### src/rtl/dice_pkg.sv
// Shared definitions for the dice game round controller.
// Holds the state encoding, the result codes and the legal die range.
package dice_pkg;

  typedef enum logic [2:0] {
    ST_IDLE     = 3'd0,
    ST_ROLL1    = 3'd1,
    ST_WAIT2    = 3'd2,
    ST_ROLL2    = 3'd3,
    ST_COMPARE  = 3'd4,
    ST_SHOW     = 3'd5,
    ST_GAMEOVER = 3'd6
  } state_t;

  typedef enum logic [1:0] {
    RES_NONE = 2'd0,
    RES_P1   = 2'd1,
    RES_P2   = 2'd2,
    RES_TIE  = 2'd3
  } result_t;

  localparam logic [3:0] DICE_MIN = 4'd1;
  localparam logic [3:0] DICE_MAX = 4'd6;

  function automatic logic die_in_range(input logic [3:0] v);
    return (v >= DICE_MIN) && (v <= DICE_MAX);
  endfunction

endpackage

### src/rtl/dice_btn_edge.sv
// Button history flop plus rising-edge detect.
// History resets to 1 so a button held through reset must be released first.
module dice_btn_edge (
  input  logic clk,
  input  logic rst,
  input  logic btn,
  output logic press
);

  logic btn_q;

  always_ff @(posedge clk) begin
    if (rst) btn_q <= 1'b1;
    else     btn_q <= btn;
  end

  assign press = btn & ~btn_q;

endmodule

### src/rtl/dice_round_ctrl.sv
// Round sequencer for the two-player dice game: roll enables, die latching,
// round comparison, first-to-WIN_SCORE scoring and game-over handling.
module dice_round_ctrl
  import dice_pkg::*;
#(
  parameter int WIN_SCORE      = 3,
  parameter int MIN_ROLL_TICKS = 2,
  parameter int SHOW_TICKS     = 4,
  parameter int SCORE_W        = 4
) (
  input  logic               clk,
  input  logic               rst,
  input  logic               tick,
  input  logic               start1,
  input  logic               start2,
  input  logic [3:0]         dice1_val,
  input  logic [3:0]         dice2_val,
  output logic               roll1_en,
  output logic               roll2_en,
  output logic [3:0]         held1,
  output logic [3:0]         held2,
  output logic [SCORE_W-1:0] score1,
  output logic [SCORE_W-1:0] score2,
  output logic [1:0]         result,
  output logic               round_done,
  output logic               game_over,
  output logic               err,
  output logic [2:0]         state
);

  localparam int CNT_MAX = (MIN_ROLL_TICKS > SHOW_TICKS) ? MIN_ROLL_TICKS : SHOW_TICKS;
  localparam int CNT_W   = (CNT_MAX < 2) ? 1 : $clog2(CNT_MAX + 1);
  localparam logic [CNT_W-1:0]   ROLL_LIM = CNT_W'(MIN_ROLL_TICKS);
  localparam logic [CNT_W-1:0]   SHOW_LIM = CNT_W'(SHOW_TICKS);
  localparam logic [SCORE_W-1:0] WIN      = SCORE_W'(WIN_SCORE);

  state_t           state_q, state_n;
  logic [CNT_W-1:0] cnt_q, cnt_n;
  result_t          result_q;
  logic             press1, press2;
  logic             latch1, latch2, do_cmp, clr_game;

  dice_btn_edge u_btn1 (.clk(clk), .rst(rst), .btn(start1), .press(press1));
  dice_btn_edge u_btn2 (.clk(clk), .rst(rst), .btn(start2), .press(press2));

  // Tick counting saturates at the limit so exit tests stay simple.
  function automatic logic [CNT_W-1:0] count_tick(input logic t,
                                                  input logic [CNT_W-1:0] c,
                                                  input logic [CNT_W-1:0] lim);
    return (t && (c < lim)) ? c + 1'b1 : c;
  endfunction

  always_ff @(posedge clk) begin
    if (rst) begin
      state_q <= ST_IDLE;
      cnt_q   <= '0;
    end else begin
      state_q <= state_n;
      cnt_q   <= cnt_n;
    end
  end

  always_comb begin
    state_n  = state_q;
    cnt_n    = cnt_q;
    latch1   = 1'b0;
    latch2   = 1'b0;
    do_cmp   = 1'b0;
    clr_game = 1'b0;
    case (state_q)
      ST_IDLE: begin
        if (press1) begin
          state_n = ST_ROLL1;
          cnt_n   = '0;
        end
      end
      // The tick is folded into the count before the release is judged.
      ST_ROLL1: begin
        cnt_n = count_tick(tick, cnt_q, ROLL_LIM);
        if (!start1 && (cnt_n >= ROLL_LIM)) begin
          state_n = ST_WAIT2;
          latch1  = 1'b1;
        end
      end
      ST_WAIT2: begin
        if (press2) begin
          state_n = ST_ROLL2;
          cnt_n   = '0;
        end
      end
      ST_ROLL2: begin
        cnt_n = count_tick(tick, cnt_q, ROLL_LIM);
        if (!start2 && (cnt_n >= ROLL_LIM)) begin
          state_n = ST_COMPARE;
          latch2  = 1'b1;
        end
      end
      ST_COMPARE: begin
        do_cmp  = 1'b1;
        cnt_n   = '0;
        state_n = ST_SHOW;
      end
      ST_SHOW: begin
        cnt_n = count_tick(tick, cnt_q, SHOW_LIM);
        if (cnt_n >= SHOW_LIM)
          state_n = ((score1 == WIN) || (score2 == WIN)) ? ST_GAMEOVER : ST_IDLE;
      end
      ST_GAMEOVER: begin
        if (press1 || press2) begin
          state_n  = ST_IDLE;
          clr_game = 1'b1;
        end
      end
      default: state_n = ST_IDLE;
    endcase
  end

  // Out-of-range dice are replaced by the minimum face and flagged in err.
  always_ff @(posedge clk) begin
    if (rst) begin
      held1      <= '0;
      held2      <= '0;
      score1     <= '0;
      score2     <= '0;
      result_q   <= RES_NONE;
      round_done <= 1'b0;
      err        <= 1'b0;
    end else begin
      round_done <= do_cmp;
      if (latch1) begin
        held1 <= die_in_range(dice1_val) ? dice1_val : DICE_MIN;
        if (!die_in_range(dice1_val)) err <= 1'b1;
      end
      if (latch2) begin
        held2 <= die_in_range(dice2_val) ? dice2_val : DICE_MIN;
        if (!die_in_range(dice2_val)) err <= 1'b1;
      end
      if (do_cmp) begin
        if (held1 > held2) begin
          result_q <= RES_P1;
          if (score1 < WIN) score1 <= score1 + 1'b1;
        end else if (held2 > held1) begin
          result_q <= RES_P2;
          if (score2 < WIN) score2 <= score2 + 1'b1;
        end else begin
          result_q <= RES_TIE;
        end
      end
      if (clr_game) begin
        held1    <= '0;
        held2    <= '0;
        score1   <= '0;
        score2   <= '0;
        result_q <= RES_NONE;
      end
    end
  end

  assign roll1_en  = (state_q == ST_ROLL1);
  assign roll2_en  = (state_q == ST_ROLL2);
  assign game_over = (state_q == ST_GAMEOVER);
  assign result    = result_q;
  assign state     = state_q;

endmodule

### config.mk
export PLATFORM = sky130hd
export DESIGN_NAME = dice_round_ctrl
export DESIGN_NICKNAME = d
export VERILOG_FILES = /design/src/rtl/dice_pkg.sv /design/src/rtl/dice_btn_edge.sv /design/src/rtl/dice_round_ctrl.sv
export SDC_FILE = /design/constraint.sdc
export NUM_CORES = 1
export LEC_CHECK = 0
export CAP_MARGIN = 15
export CORE_MARGIN = 4
export CORE_UTILIZATION = 52
export CTS_CLUSTER_SIZE = 24
export DETAILED_ROUTE_END_ITERATION = 12
export PLACE_DENSITY = 0.84
export SLEW_MARGIN = 20
export SYNTH_ARGS = -nofsm -noshare
export SYNTH_HDL_FRONTEND = slang
export SYNTH_SLANG_ARGS = --single-unit
### constraint.sdc
create_clock -name clk -period 3.31 [get_ports clk]
set_input_delay 0.662 -clock clk [delete_from_list [all_inputs] [get_ports clk]]
set_output_delay 0.662 -clock clk [all_outputs]
set_load 0.01 [all_outputs]
== Word level (Yosys, flattened, before mapping) ==
Index checks and enable logic that the tools add are counted.

* Register bits after elaboration: 28
* Output and inout bits: 26

* Add/subtract/negate cells: 3
* Magnitude comparators: 12
* Equality and inequality tests: 14
* Multiplexer cells: 28
* Bitwise operators: 5
* Reductions and logical operators: 18

{| class="wikitable"
|+ Operators by type and width
! cell !! count
|-
| $mux 3 || 11
|-
| $pmux 3 s7 || 1
|-
| $pmux 3 s5 || 1
|-
| $mux 1 || 12
|-
| $eq 3x3->1 const B || 3
|-
| $add 4x1->4 const B || 2
|-
| $eq 4x2->1 const B || 2
|-
| $ge 4x1->1 const B || 2
|-
| $gt 4x4->1 || 2
|-
| $le 4x3->1 const B || 2
|-
| $lt 4x2->1 const B || 2
|-
| $mux 4 || 2
|-
| $eq 3x2->1 const B || 2
|-
| $logic_and 1x1->1 || 6
|-
| $ne 2x1->1 const B || 3
|-
| $ne 2x2->1 const B || 3
|-
| $reduce_and 3->1 || 2
|-
| $reduce_and 6->1 || 1
|-
| $reduce_bool 5->1 || 1
|-
| $reduce_and 4->1 || 1
|-
| $reduce_or 2->1 || 2
|-
| $add 3x1->3 const B || 1
|-
| $eq 3x1->1 const B || 1
|-
| $ge 3x2->1 const B || 1
|-
| 9 further kinds || 14
|}

== Longest topological paths before layout ==
Gate-level depths: netlist of the first run.

* Word-level depth: 10
* Mapped depth: 7
* Depth with buffers taken out: 7

== Cells and area by module ==
A second synthesis of the first run with hierarchy kept.

* Cell total of the unflattened synthesis: 167
* Area, all modules: 1466.4 µm²

{| class="wikitable"
|+ By module, submodules not included
! module !! instances !! cells each !! area an instance (µm²) !! seq. area each (µm²)
|-
| dice_round_ctrl || 1 || 161 || 1401.3 || 520.5
|-
| dice_btn_edge || 2 || 3 || 32.5 || 20.0
|}

== Worst setup path before layout of the first run ==
No wires, ideal clock.

* Path kind: register to register
* From: reg cnt_q[1]
* To: reg err
* Setup time: 0.129 ns
* Data arrival time: 1.629 ns
* Setup slack: 1.552 ns
* Cell stages (with the launch flop): 7
* Buffers on the path: 0
* Cell sequence: dfxtp_1 -> ha_1 -> o21a_1 -> o311ai_2 -> nor2b_1 -> a211oi_1 -> nor2_1

* Word-level cells in the longest chain between the ends: 10
* Elaborated cells between the ends (all ways): 14

{| class="wikitable"
|+ RTL lines
! item !! RTL line !! text
|-
| start, declared || dice_round_ctrl.sv:38 || <nowiki>logic [CNT_W-1:0] cnt_q, cnt_n;</nowiki>
|-
| start signal, assigned || dice_round_ctrl.sv:59 || <nowiki>cnt_q <= cnt_n;</nowiki>
|-
| $lt 3x2->1 || dice_round_ctrl.sv:50 || <nowiki>return (t && (c < lim)) ? c + 1'b1 : c;</nowiki>
|-
| $logic_and 1x1->1 || dice_round_ctrl.sv:50 ||
|-
| $mux 3 (*) || dice_round_ctrl.sv:50 ||
|-
| $ge 3x2->1 (*) || dice_round_ctrl.sv:80, dice_round_ctrl.sv:93 ||
|-
| $logic_and 1x1->1 || dice_round_ctrl.sv:80 || <nowiki>if (!start1 && (cnt_n >= ROLL_LIM)) begin</nowiki>
|-
| $mux 1 || dice_round_ctrl.sv:80 ||
|-
| $mux 1 || dice_round_ctrl.sv:70 || <nowiki>case (state_q)</nowiki>
|-
| $mux 1 || dice_round_ctrl.sv:130 || <nowiki>if (latch1) begin</nowiki>
|-
| $mux 1 || dice_round_ctrl.sv:136 || <nowiki>if (!die_in_range(dice2_val)) err <= 1'b1;</nowiki>
|-
| $mux 1 (*) || dice_round_ctrl.sv:134 || <nowiki>if (latch2) begin</nowiki>
|-
| end signal, assigned || dice_round_ctrl.sv:127 || <nowiki>err <= 1'b0;</nowiki>
|-
| end signal, assigned || dice_round_ctrl.sv:132 || <nowiki>if (!die_in_range(dice1_val)) err <= 1'b1;</nowiki>
|-
| end signal, assigned || dice_round_ctrl.sv:136 ||
|-
| end, declared || dice_round_ctrl.sv:27 || <nowiki>output logic err,</nowiki>
|}

Every way passes the cells marked *; elsewhere a longest branch is shown, timed or not.
A chain may end at the register's enable or synchronous reset.

== Worst setup path after layout of the first run ==
* From: reg state_q[2] (netlist: state[2])
* To: out game_over

* Word-level cells in the longest chain between the ends: 1

{| class="wikitable"
|+ RTL lines
! item !! RTL line !! text
|-
| start, declared || dice_round_ctrl.sv:37 || <nowiki>state_t state_q, state_n;</nowiki>
|-
| start signal, assigned || dice_round_ctrl.sv:58 || <nowiki>state_q <= state_n;</nowiki>
|-
| $eq 3x3->1 || dice_round_ctrl.sv:161 || <nowiki>assign game_over = (state_q == ST_GAMEOVER);</nowiki>
|-
| end, declared || dice_round_ctrl.sv:26 || <nowiki>output logic game_over,</nowiki>
|}

Every way passes these cells.

==> results.cfg, run 1 <==
[run_status]
run_status = complete, no violations

[critical_path]
r2r_start = cnt_q[1]$_SDFFE_PP0P_
worstSetupPathType = flip-flop to output pin
crit_fanout = 16
critPathCaptureType = output pin
r2r_end = err$_SDFF_PP0_
ff2ff_path_depth = 6
critPathLaunchType = flip-flop
crit_required_ps = 2650
crit_arrival_ps = 2030
r2r_slack_ps = 1250

[clock_network]
cts_hold_buf = 0
clk_latency_ps = 340
cts_buffers = 3
htree_levels = 1
cts_tree = built
cts_sinks = 28
post_cts_resized = 0
post_cts.repair.setup_buffers = 0
clk_path_buf_depth = 2
clk_pin_slew_ps = 160
clockRootBuffer = clkbuf_4

[die]
initial_core_util = 0.549
die_y_um = 61.9
die-area_sq_um = 3840
die_x_um = 61.9
fp.coreArea_sq_um = 2760
pin_count = 39
row_count = 19

[pwr]
peakVddDrop_uv = 394
power.leakage_uw = 0.000710
power_density_nw_per_um2 = 446

[hold_path]
min_from = score2[1]$_SDFFE_PP0P_
holdPathStages = 2
hold_end = score2[1]$_SDFFE_PP0P_
hold_path_class = flip-flop to flip-flop

[placement]
port_buffers = 38
gp_congestion = 0.860
numPlacedInstances = 236
dpl.hpwl_um = 2800

[yosys]
synth_area_leaders = dfxtp_1 (37%), ha_1 (5.8%), nor2_1 (5.5%)
ys_async_sr_fraction = 0
synth.top_cell.area_share = 0.371
synth_edf_count = 0
ys_seq_area_frac = 0.371
ys_warn_count = 0
synth_seq_cells = 28
syn_nets = 193
synth_common_cells = dfxtp_1 (28), nor2_1 (22), nand2_1 (14), nor3_1 (9), ha_1 (7)
synth_area_leader_cell = dfxtp_1
netlist_area_sq_um = 1510
syn_inst = 173
synth_ff_type = dfxtp_1
avgSynthCellArea_sq_um = 8.74
post-synth-top-count-cell = dfxtp_1
synth_cell_types = 51

[global_route]
grt_max_degree = 22
gr-total-overflow = 0
grt_pass1_wl_um = 5870
track_usage = 0.206
grt_pass1_vias = 1342
antenna_found_initial = 0

[timing]
slew_headroom = 0.593
slew_violations = 0
fmax_mhz = 372
fin_crit_ps = 2690
timing.setup.tns_ps = 0
tightest_slew_ps = 610
finalCritPeriodShare = 0.812
hold_viol = 0
clock_skew_ps = 4.63
rsz0062_at_grt = false
finalSetupViolCount = 0

[routing]
wirelength_um = 3640
drtPass1Iterations = 4
via_per_inst = 5.87
avgRoutedWirePerCell_um = 15.1
drc = 0
dr_total_vias = 1408
drtAntennaViolNets = 0
drt_iter0_drc = 87

[finish]
layout-drive-gt1-share = 0.0957
seqCellArea_sq_um = 561
nets = 230
stdcell_count = 240
area_delta_synth_final_pct = 27.4
multiInputGateArea_sq_um = 888
num_antenna_cells = 0
final.fill_count = 212

[run]
drv_cap = 0
layer usage:
| metal | up-vias | part of all wire | wire, um | global-route usage |
|---|---|---|---|---|
| met4 | 0 | 0.019 | 69 | 0.0970 |
| met5 | - | 0 | 0 | 0 |
| met3 | 7 | 0.045 | 162 | 0.0393 |
| met1 | 669 | 0.43 | 1580 | 0.257 |
| li1 | 691 | - | - | - |
| met2 | 41 | 0.50 | 1830 | 0.342 |
registers in the layout, summed over array words and instances, names as in the netlist:
| name | count |
|---|---|
| cnt_q | 3 |
| err | 1 |
| held1 | 4 |
| held2 | 4 |
| result | 2 |
| round_done | 1 |
| score1 | 4 |
| score2 | 4 |
| state | 3 |
| u_btn1.btn_q | 1 |
| u_btn2.btn_q | 1 |
how the worst max path moves through the flow:
stage / from / to / depth (start not counted)
after floorplan: cnt_q[1]$_SDFFE_PP0P_ / err$_SDFF_PP0_ / 6
after global routing: state[2]$_SDFFE_PP0P_ / game_over / 3
after global placement: start1 / cnt_q[2]$_SDFFE_PP0P_ / 6
final: state[2]$_SDFFE_PP0P_ / game_over / 3
after detailed placement: start1 / cnt_q[1]$_SDFFE_PP0P_ / 6
after CTS: state[2]$_SDFFE_PP0P_ / game_over / 3
layout make-up:
type	count	area share
Sequential cell	28	0.291
Timing Repair Buffer	38	0.197
Multi-Input combinational cell	133	0.461
Inverter	6	0.0117
Clock buffer	4	0.0188
Tap cell	31	0.0201
cells by family (layout without fill, tap and decap cells):
kind of cell / Yosys count / count (layout) / synth area share
buffers and inverters: 12 / 48 / 0.0422
xor gates and xnor gates: 2 / 2 / 0.0116
muxes: 1 / 1 / 0.00662
DFF: 28 / 28 / 0.371
adders and majority gates: 7 / 7 / 0.0579
AOI/OAI and AO/OA: 36 / 36 / 0.192
and+or+nand+nor: 87 / 87 / 0.319
metrics by stage:
step	setup slack [ps]	power, uW	utilization	cell area [sq um]	hold slack (ps)
after floorplan	1550	605	-	1510	487
after global placement	1070	679	0.686	1890	463
after detailed placement	991	688	0.686	1890	475
after CTS	660	857	0.699	1930	502
after global routing	521	912	0.699	1930	508
final	622	860	0.699	1930	500
cell usage in the layout, fill, tap and decap left out, types with 2 or more instances in the layout:
master and n:
clkbuf_4 3, a22oi_1 5, a31oi_1 2, or2_2 2, nor2b_1 4, nor3_1 9, o21a_1 2, a21oi_1 6
nor4_1 2, dfxtp_1 28, or3_1 3, and2_1 5, and3_1 4, ha_1 7, a211oi_2 2, a21o_1 2
clkdlybuf4s50_1 38, inv_1 6, nand2b_1 3, nand2_1 14, o21ai_0 4, a211oi_1 5, nor2_1 22, nand3_1 4
report_power, final:
group | switching, uW | leakage [uW] | internal [uW] | total (uW)
Combinational | 134 | 0.000462 | 141 | 275
Clock | 109 | 0.0000210 | 67.6 | 176
Sequential | 50.1 | 0.000227 | 359 | 409
Total | 293 | 0.000710 | 567 | 860
worst max-delay path, cell delays in order (launching register included):
cell             delay, ps
dfxtp_1                690
nand2_1                180
nor2_1                 220
clkdlybuf4s50_1        590
Power figures use the tool's default switching activity.
==> run 2, diff against run 1 <==
--- a/config.mk
+++ b/config.mk
@@ -7,10 +7,10 @@
 export LEC_CHECK = 0
 export CAP_MARGIN = 15
 export CORE_MARGIN = 4
-export CORE_UTILIZATION = 52
+export CORE_UTILIZATION = 43
 export CTS_CLUSTER_SIZE = 24
 export DETAILED_ROUTE_END_ITERATION = 12
-export PLACE_DENSITY = 0.84
+export PLACE_DENSITY = 0.75
 export SLEW_MARGIN = 20
 export SYNTH_ARGS = -nofsm -noshare
 export SYNTH_HDL_FRONTEND = slang
==> constraint.sdc (replaced) <==
create_clock -name clk -period 2.27 [get_ports clk]
set_input_delay 0.454 -clock clk [delete_from_list [all_inputs] [get_ports clk]]
set_output_delay 0.454 -clock clk [all_outputs]
set_load 0.01 [all_outputs]
==> run 2 against run 1 <==
- sequential cell count stayed put
- non-clock buffer count is 6 higher
- sequential share of layout area is 1.1 points lower
- cell count is 8.8% higher
- final area is 4.4% higher
- clock-buffer cell count is 1 lower
- critical endpoint is now roll1_en
- largest power group unchanged
- highest routed layer unchanged
==> results.cfg, run 2 (synthesized netlist as in run 1, its figures left out) <==
[critical_path]
r2r_end = held1[1]$_SDFFE_PP0P_
crit_arrival_ps = 1680
critPathCaptureType = output pin
r2r_slack_ps = 340
critPathLaunchType = flip-flop
worstSetupPathType = flip-flop to output pin
crit_required_ps = 1820
crit_fanout = 6
ff2ff_path_depth = 6
r2r_start = cnt_q[1]$_SDFFE_PP0P_

[clock_network]
cts_tree = built
clk_pin_slew_ps = 170
htree_levels = 1
cts_buffers = 3
cts_sinks = 28
cts_hold_buf = 0
clk_latency_ps = 340
clk_path_buf_depth = 2
clockRootBuffer = clkbuf_4

[hold_path]
hold_path_class = flip-flop to flip-flop
holdPathStages = 2
min_from = held1[3]$_SDFFE_PP0P_
hold_end = held1[3]$_SDFFE_PP0P_

[pwr]
power.leakage_uw = 0.000747
peakVddDrop_uv = 246
power_density_nw_per_um2 = 674
fin_total_pwr_uw = 1360

[timing]
hold_viol = 0
fin_crit_ps = 2140
fmax_mhz = 468
timing.setup.tns_ps = 0
slew_headroom = 0.676
finalSetupViolCount = 0
clock_skew_ps = 15.3
tightest_slew_ps = 482
fin_hold_ws_ps = 486
slew_violations = 0
rsz0062_at_grt = false
setup_ws_ps = 134
finalCritPeriodShare = 0.941

[placement]
gp_congestion = 0.848
dpl.hpwl_um = 2820
port_buffers = 38
pre_cts_slack_ps = 188

[routing]
wirelength_um = 3570
drtAntennaViolNets = 0
drc = 0
via_per_inst = 5.44
avgRoutedWirePerCell_um = 13.7
drt_iter0_drc = 68
drtPass1Iterations = 4
dr_total_vias = 1421

[finish]
area_delta_synth_final_pct = 33.0
nets = 236
num_antenna_cells = 0
utilization = 0.598
final_common_cell = clkdlybuf4s50_1
layout_common_cells = clkdlybuf4s50_1 (38), dfxtp_1 (26), nor2_1 (21)
layout-drive-gt1-share = 0.135

[global_route]
antenna_found_initial = 0
track_usage = 0.175
grt_max_degree = 17
grt_pass1_vias = 1415
grt_pass1_wl_um = 6160
gr-total-overflow = 0

[die]
die_x_um = 67.3
initial_core_util = 0.450
row_count = 21
die_y_um = 67.3
die-area_sq_um = 4530
fp.coreArea_sq_um = 3360
pin_count = 39

[run_status]
run_status = complete, no violations

[run]
drv_cap = 0
## run 2: cell types whose count changed in the layout (fill, tap and decap cells not counted), sizes merged
cell,before,now
bufinv,0,1
buf,0,6
clkbuf,4,3
## run 2: routing by layer
metal	track usage	vias to the layer above	share of wire
met5	0	-	0
met4	0.0405	0	0.0042
met3	0.0333	2	0.037
met2	0.315	35	0.52
met1	0.213	672	0.44
li1	-	712	-
## run 2: worst max-delay path by stage
stage / startpoint / endpoint / slack [ps] / cells after the start
after floorplan: cnt_q[1]$_SDFFE_PP0P_ / err$_SDFF_PP0_ / 510 / 6
after global placement: start1 / cnt_q[1]$_SDFFE_PP0P_ / 250 / 6
after detailed placement: start1 / cnt_q[1]$_SDFFE_PP0P_ / 190 / 6
after CTS: state[2]$_SDFFE_PP0P_ / game_over / 40 / 3
after global routing: state[1]$_SDFFE_PP0P_ / roll1_en / 30 / 4
final: state[1]$_SDFFE_PP0P_ / roll1_en / 130 / 4
## run 2: where the power goes
group	leakage, uW	switching (uW)	internal [uW]	total [uW]
Combinational	0.000491	235	223	458
Sequential	0.000228	41.1	525	566
Clock	0.0000279	154	179	333
Total	0.000747	430	927	1360
## run 2: what timing repair did
item                                    CTS  global route
buffers inserted                          0             0
gates resized for setup                   0             3
endpoints found under the setup margin    0             1
## run 2: area by class of cell
type	count	area, sq um
clock inverters	1	30.0
clock buffers	3	22.5
fillers	331	1350
multi-input cells	133	891
flip-flops and latches	28	563
well taps	46	57.6
inverters	6	22.5
repair buffers	44	425
## run 2: critical path, cell delays in order, from the launching register on
cell             delay [ps]
dfxtp_1                 390
inv_1                   170
nand2_1                 150
nor2_1                  110
clkdlybuf4s50_1         540
## run 2: metrics by stage
stage | instance area [sq um] | instances
after floorplan | 1510 | 173
after global placement | 1950 | 257
after detailed placement | 1950 | 257
after CTS | 2010 | 261
after global routing | 2010 | 261
final | 2010 | 261
